==> config.mk <==
export PLATFORM = sky130hd
export DESIGN_NAME = systolic_ctrl
export DESIGN_NICKNAME = d
export VERILOG_FILES = /design/src/rtl/systolic_ctrl.sv
export SDC_FILE = /design/constraint.sdc
export NUM_CORES = 1
export LEC_CHECK = 0
export ABC_AREA = 1
export CAP_MARGIN = 20
export CORE_ASPECT_RATIO = 1.25
export CORE_UTILIZATION = 50
export CTS_BUF_LIST = sky130_fd_sc_hd__clkbuf_2 sky130_fd_sc_hd__clkbuf_4 sky130_fd_sc_hd__clkbuf_8
export CTS_CLUSTER_SIZE = 25
export DETAILED_ROUTE_END_ITERATION = 7
export PLACE_DENSITY_LB_ADDON = 0.15
export SLEW_MARGIN = 25
export SYNTH_ARGS = -nofsm -noshare
export SYNTH_HDL_FRONTEND = slang
export SYNTH_SLANG_ARGS = --single-unit
==> constraint.sdc <==
create_clock -name clk -period 3.4 [get_ports clk]
set_input_delay 0.34 -clock clk [delete_from_list [all_inputs] [get_ports clk]]
set_output_delay 0.34 -clock clk [all_outputs]
set_load 0.02 [all_outputs]
==> src/rtl/systolic_ctrl.sv <==
// Sequencing controller for an NxN output-stationary systolic array: clears the
// PEs, streams skewed row/column valids and k indices, drains, then pulses done.
`timescale 1ns/1ps
module systolic_ctrl #(
  parameter int N  = 4,
  parameter int KW = $clog2(N)
) (
  input  logic              clk,
  input  logic              rst,
  input  logic              start,
  input  logic              abort,
  output logic              busy,
  output logic              done,
  output logic              array_rst_n,
  output logic [N-1:0]      a_row_valid,
  output logic [N*KW-1:0]   a_k,
  output logic [N-1:0]      b_col_valid,
  output logic [N*KW-1:0]   b_k
);

  localparam int TW = $clog2(2 * N);
  localparam logic [TW-1:0] T_FEED_END  = TW'(2 * N - 2);
  localparam logic [TW-1:0] T_DRAIN_END = TW'(N - 1);

  typedef enum logic [2:0] {
    S_IDLE  = 3'd0,
    S_CLEAR = 3'd1,
    S_FEED  = 3'd2,
    S_DRAIN = 3'd3,
    S_DONE  = 3'd4
  } state_t;

  state_t            r_state;
  state_t            w_state_nxt;
  logic [TW-1:0]     r_t;
  logic [TW-1:0]     w_t_nxt;
  logic              r_busy;
  logic              r_done;
  logic              r_array_rst_n;
  logic [N-1:0]      r_vld;
  logic [N*KW-1:0]   r_k;
  logic [N-1:0]      w_vld_nxt;
  logic [N*KW-1:0]   w_k_nxt;

  always_comb begin
    w_state_nxt = r_state;
    w_t_nxt     = '0;
    case (r_state)
      S_IDLE: begin
        if (start) w_state_nxt = S_CLEAR;
      end
      S_CLEAR: begin
        w_state_nxt = abort ? S_IDLE : S_FEED;
      end
      S_FEED: begin
        if (abort) begin
          w_state_nxt = S_IDLE;
        end else if (r_t == T_FEED_END) begin
          w_state_nxt = S_DRAIN;
        end else begin
          w_t_nxt = r_t + 1'b1;
        end
      end
      S_DRAIN: begin
        if (abort) begin
          w_state_nxt = S_IDLE;
        end else if (r_t == T_DRAIN_END) begin
          w_state_nxt = S_DONE;
        end else begin
          w_t_nxt = r_t + 1'b1;
        end
      end
      S_DONE: begin
        w_state_nxt = S_IDLE;
      end
      default: begin
        w_state_nxt = S_IDLE;
      end
    endcase
  end

  // Diagonal skew: lane i is live for feed steps i..i+N-1 and presents k = t - i.
  always_comb begin
    w_vld_nxt = '0;
    w_k_nxt   = '0;
    if (w_state_nxt == S_FEED) begin
      for (int i = 0; i < N; i++) begin
        if ((int'(w_t_nxt) >= i) && (int'(w_t_nxt) <= i + N - 1)) begin
          w_vld_nxt[i]          = 1'b1;
          w_k_nxt[i*KW +: KW]   = KW'(int'(w_t_nxt) - i);
        end
      end
    end
  end

  // Outputs are registered from the next state so they line up with the state itself.
  always_ff @(posedge clk or posedge rst) begin
    if (rst) begin
      r_state       <= S_IDLE;
      r_t           <= '0;
      r_busy        <= 1'b0;
      r_done        <= 1'b0;
      r_array_rst_n <= 1'b0;
      r_vld         <= '0;
      r_k           <= '0;
    end else begin
      r_state       <= w_state_nxt;
      r_t           <= w_t_nxt;
      r_busy        <= (w_state_nxt == S_CLEAR) || (w_state_nxt == S_FEED) ||
                       (w_state_nxt == S_DRAIN);
      r_done        <= (w_state_nxt == S_DONE);
      r_array_rst_n <= (w_state_nxt != S_CLEAR);
      r_vld         <= w_vld_nxt;
      r_k           <= w_k_nxt;
    end
  end

  assign busy        = r_busy;
  assign done        = r_done;
  assign array_rst_n = r_array_rst_n;
  assign a_row_valid = r_vld;
  assign a_k         = r_k;
  assign b_col_valid = r_vld;
  assign b_k         = r_k;

endmodule

==> impl_table.tex <==
\begin{tabular}{lr}
\hline
Metric & Value \\
\hline
\multicolumn{2}{l}{\textbf{Status}} \\
\quad Result of the run & completed \\
\multicolumn{2}{l}{\textbf{Setup path}} \\
\quad Crit Reg-Reg Endpoint & a\_k[2] \\
\quad Critical Path End Type & register \\
\quad Slack of the worst reg-to-reg path & 1.33 ns \\
\quad Worst path required time & 3.59 ns \\
\quad Arrival @ worst endpoint & 2.26 ns \\
\quad Startpoint Class & register \\
\quad Crit-path cells & ha\_1 > ha\_1 > inv\_1 > nand3\_1 > nor2\_1 > nor2\_4 > ha\_1 > nor3\_1 > nand2\_1 > nand3\_2 > nor2\_1 \\
\quad Reg-to-reg critical path startpoint & r\_t[0] \\
\quad Crit Path Max Fanout & 5 \\
\quad Number of buffers and inverters on the critical path & 1 \\
\quad CP peak stage delay & 0.39 ns \\
\quad Number of cells on the worst reg-to-reg path & 11 \\
\quad Cell family contributing the most delay on the critical path & simple AND/OR/NAND/NOR gates \\
\quad Critical Setup Path Class & register to register \\
\quad Cell occurring most often along the worst timing path & sky130\_fd\_sc\_hd\_\_ha\_1 \\
\quad Max stage delay cell, worst path & sky130\_fd\_sc\_hd\_\_dfrtp\_1 \\
\multicolumn{2}{l}{\textbf{Synthesis}} \\
\quad Yosys warning total & 0 \\
\quad Avg Synthesized Cell Area & 8.80 um2 \\
\quad Cell types occupying the most area after synthesis & sky130\_fd\_sc\_hd\_\_dfrtp\_1, sky130\_fd\_sc\_hd\_\_buf\_4, sky130\_fd\_sc\_hd\_\_ha\_1 \\
\quad Net Count, Synth & 146 \\
\quad Gate count after technology mapping & 135 \\
\quad Number of library cell types mapped by synthesis & 20 \\
\quad Post-synthesis cell type with the largest combined area & sky130\_fd\_sc\_hd\_\_dfrtp\_1 \\
\quad Yosys reg bits & 21 \\
\quad Post-synthesis instance area & 1190 um2 \\
\quad Top cell type's share of synthesized area & 44.3\% \\
\quad Sequential fraction of the synthesis area & 44.3\% \\
\multicolumn{2}{l}{\textbf{Layout}} \\
\quad Final Net Count & 169 \\
\quad Number of antenna repair diodes & 0 \\
\quad Layout-stage area growth over the synthesis result & 23.5\% \\
\quad Fraction of final layout cells with drive strength greater than 1 & 18.5\% \\
\quad Fillcell total & 202 \\
\multicolumn{2}{l}{\textbf{Timing}} \\
\quad Aggregate negative setup slack & 0 ns \\
\quad Total count of hold-check failures in the final report & 0 \\
\quad Post-route clock period utilization & 61.0\% \\
\quad Worst-margin pin slew & 0.737 ns \\
\quad Final Critical Period & 2.07 ns \\
\quad Tightest slew margin relative to the limit & 50.8\% \\
\quad Final number of setup-violating endpoints & 0 \\
\quad Number of slew-limit violations in the final report & 0 \\
\quad Maximum clock frequency & 482 MHz \\
\quad Least setup slack across all paths after layout & 1.33 ns \\
\quad Clock Skews & 0.00656 ns \\
\quad RSZ-0062 raised after global routing & false \\
\multicolumn{2}{l}{\textbf{Drt}} \\
\quad Initial drt markers & 5 \\
\quad Antenna Violating Nets Remaining & 0 \\
\quad DRC & 0 \\
\quad Number of iterations in the first detailed-routing pass & 4 \\
\quad Vias post-DR & 891 \\
\quad Total wire length & 1960 um \\
\quad Average wire length per cell after detail routing & 10.4 um \\
\quad Routed via count divided by cell count & 4.74 \\
\multicolumn{2}{l}{\textbf{Place}} \\
\quad Post-placement worst setup slack & 1.27 ns \\
\quad Gpl congestion & 0.826 \\
\quad Detail Placement HPWL & 1580 um \\
\quad IO buf count & 30 \\
\multicolumn{2}{l}{\textbf{Power}} \\
\quad Power Density & 373 nW/um2 \\
\quad Max VDD drop & 0.000213 V \\
\quad Combinational Power Share & 27.3\% \\
\quad P\_sw & 171 uW \\
\quad Clock network fraction of design power & 22.1\% \\
\quad Proportion of power drawn by flip-flops and latches & 50.6\% \\
\quad Fraction of power spent switching nets & 31.3\% \\
\quad Pleak & 0.736 nW \\
\quad Internal power & 376 uW \\
\multicolumn{2}{l}{\textbf{Floorplan}} \\
\quad Area of the core & 2210 um2 \\
\quad Number of I/O pins & 31 \\
\quad Number of rows in the core area & 19 \\
\quad Starting density of the core & 53.7\% \\
\quad Die X-Extent & 45.6 um \\
\quad Vertical extent of the die & 56.5 um \\
\quad Area enclosed by the die boundary & 2570 um2 \\
\multicolumn{2}{l}{\textbf{Global routing}} \\
\quad Total Routing Usage GR & 18.4\% \\
\quad Number of global-route vias before repair & 800 \\
\quad Largest net degree at the start of global routing & 22 \\
\quad Wire length of the first global-routing pass & 3380 um \\
\quad Antenna violations before repair & 0 \\
\quad Gr ovfl total & 0 \\
\multicolumn{2}{l}{\textbf{Clocking}} \\
\quad Number of gates resized after CTS & 0 \\
\quad Clock tree from TritonCTS & done \\
\quad Number of hold buffers added after CTS & 0 \\
\quad Clock latency on the worst-skew pair & 0.30 ns \\
\quad \# clock sinks & 21 \\
\quad Clk Tree Root Cell & sky130\_fd\_sc\_hd\_\_clkbuf\_4 \\
\quad Clock transition at path regs & 0.11 ns \\
\quad Clock tree buffer depth & 2 \\
\quad Number of clock buffers inserted by TritonCTS & 3 \\
\quad H-tree levels & 1 \\
\quad Buffer count from post-CTS setup fixing & 0 \\
\multicolumn{2}{l}{\textbf{Job}} \\
\quad Reported max-cap violation count & 0 \\
\multicolumn{2}{l}{\textbf{Min path}} \\
\quad Worst hold path class & input port to async pin \\
\hline
\end{tabular}
area by class of cell:
type / count / area (um2) / area share, %
repair buffers: 30 / 300 / 20.5
flip-flops and latches: 21 / 526 / 35.8
inverters: 23 / 86.3 / 5.89
well taps: 31 / 38.8 / 2.65
clock buffers: 4 / 30.0 / 2.05
multi-input cells: 79 / 485 / 33.1
cells by family after synthesis:
family | count (synthesis) | synth area share [%]
DFF | 21 | 44.3
and+or+nand+nor | 69 | 31.9
adders and majority gates | 7 | 7.38
buffers and inverters | 35 | 14.9
AOI/OAI and AO/OA | 3 | 1.58
power by group through the flow:
stage	Combinational [mW]	Clock (mW)	Sequential, mW
floorplan	0.0920	0	0.295
global placement	0.147	0	0.281
detailed placement	0.150	0	0.282
CTS	0.150	0.125	0.277
global route	0.165	0.134	0.279
finish	0.149	0.121	0.277
registers in the layout (all words and copies together), names as in the netlist:
| signal | flops |
|---|---|
| a_k | 8 |
| a_row_valid | 4 |
| r_state | 3 |
| r_t | 3 |
| array_rst_n | 1 |
| busy | 1 |
| done | 1 |
per-layer routing:
layer	up-vias	global-route usage [%]	wire length (um)
met5	-	0	0
met4	0	9.09	44
met3	4	2.89	79
met2	28	31.6	1040
met1	406	20.8	794
li1	453	-	-
through the flow:
stage | instance area, um2 | util (%) | hold slack (ns) | power (mW) | std cells
after floorplan | 1190 | - | 0.317 | 0.387 | 135
after global placement | 1440 | 65.0 | 0.599 | 0.428 | 184
after detailed placement | 1440 | 65.0 | 0.605 | 0.432 | 184
after CTS | 1470 | 66.3 | 0.487 | 0.552 | 188
after global routing | 1470 | 66.3 | 0.565 | 0.578 | 188
final | 1470 | 66.3 | 0.460 | 0.547 | 188
Yosys cell counts, drive strengths merged:
library cell and n:
nand2 23, nor2 23, inv 22, dfrtp 21, nand3 15, buf 12
ha 7, nor3 3, a21oi 2, nand4 2, nor4 2, clkinv 1
o21ai 1, or2 1
worst reg2reg max path: stages, from the launching register on:
cell and delay [ns]:
sky130_fd_sc_hd__dfrtp_1 0.39, sky130_fd_sc_hd__ha_1 0.22, sky130_fd_sc_hd__ha_1 0.23, sky130_fd_sc_hd__inv_1 0.15, sky130_fd_sc_hd__nand3_1 0.12, sky130_fd_sc_hd__nor2_1 0.20
sky130_fd_sc_hd__nor2_4 0.08, sky130_fd_sc_hd__ha_1 0.20, sky130_fd_sc_hd__nor3_1 0.18, sky130_fd_sc_hd__nand2_1 0.08, sky130_fd_sc_hd__nand3_2 0.08, sky130_fd_sc_hd__nor2_1 0.04
worst max path at each step:
stage / depth (start not counted) / to / startpoint
2_1_floorplan: 11 / a_k[2] / r_t[0]
3_3_place_gp: 13 / a_k[6] / abort
3_5_place_dp: 10 / a_k[2] / abort
4_1_cts: 11 / a_k[2] / r_t[0]
5_1_grt: 11 / a_k[2] / r_t[0]
6_report: 11 / a_k[2] / r_t[0]
placed cells by master (no fill, tap or decap), types with 3 or more instances in the layout:
cell type,netlist,layout
sky130_fd_sc_hd__inv_1,17,17
sky130_fd_sc_hd__nand2_1,16,16
sky130_fd_sc_hd__clkdlybuf4s50_1,0,30
sky130_fd_sc_hd__nor2_1,18,18
sky130_fd_sc_hd__nand3_2,7,7
sky130_fd_sc_hd__ha_1,7,7
sky130_fd_sc_hd__nand3_1,8,8
sky130_fd_sc_hd__inv_2,5,5
sky130_fd_sc_hd__nor3_1,3,3
sky130_fd_sc_hd__dfrtp_1,21,21
sky130_fd_sc_hd__nor2_4,3,3
sky130_fd_sc_hd__clkbuf_4,0,4
sky130_fd_sc_hd__nand2_2,6,6
Power figures use the tool's default switching activity.
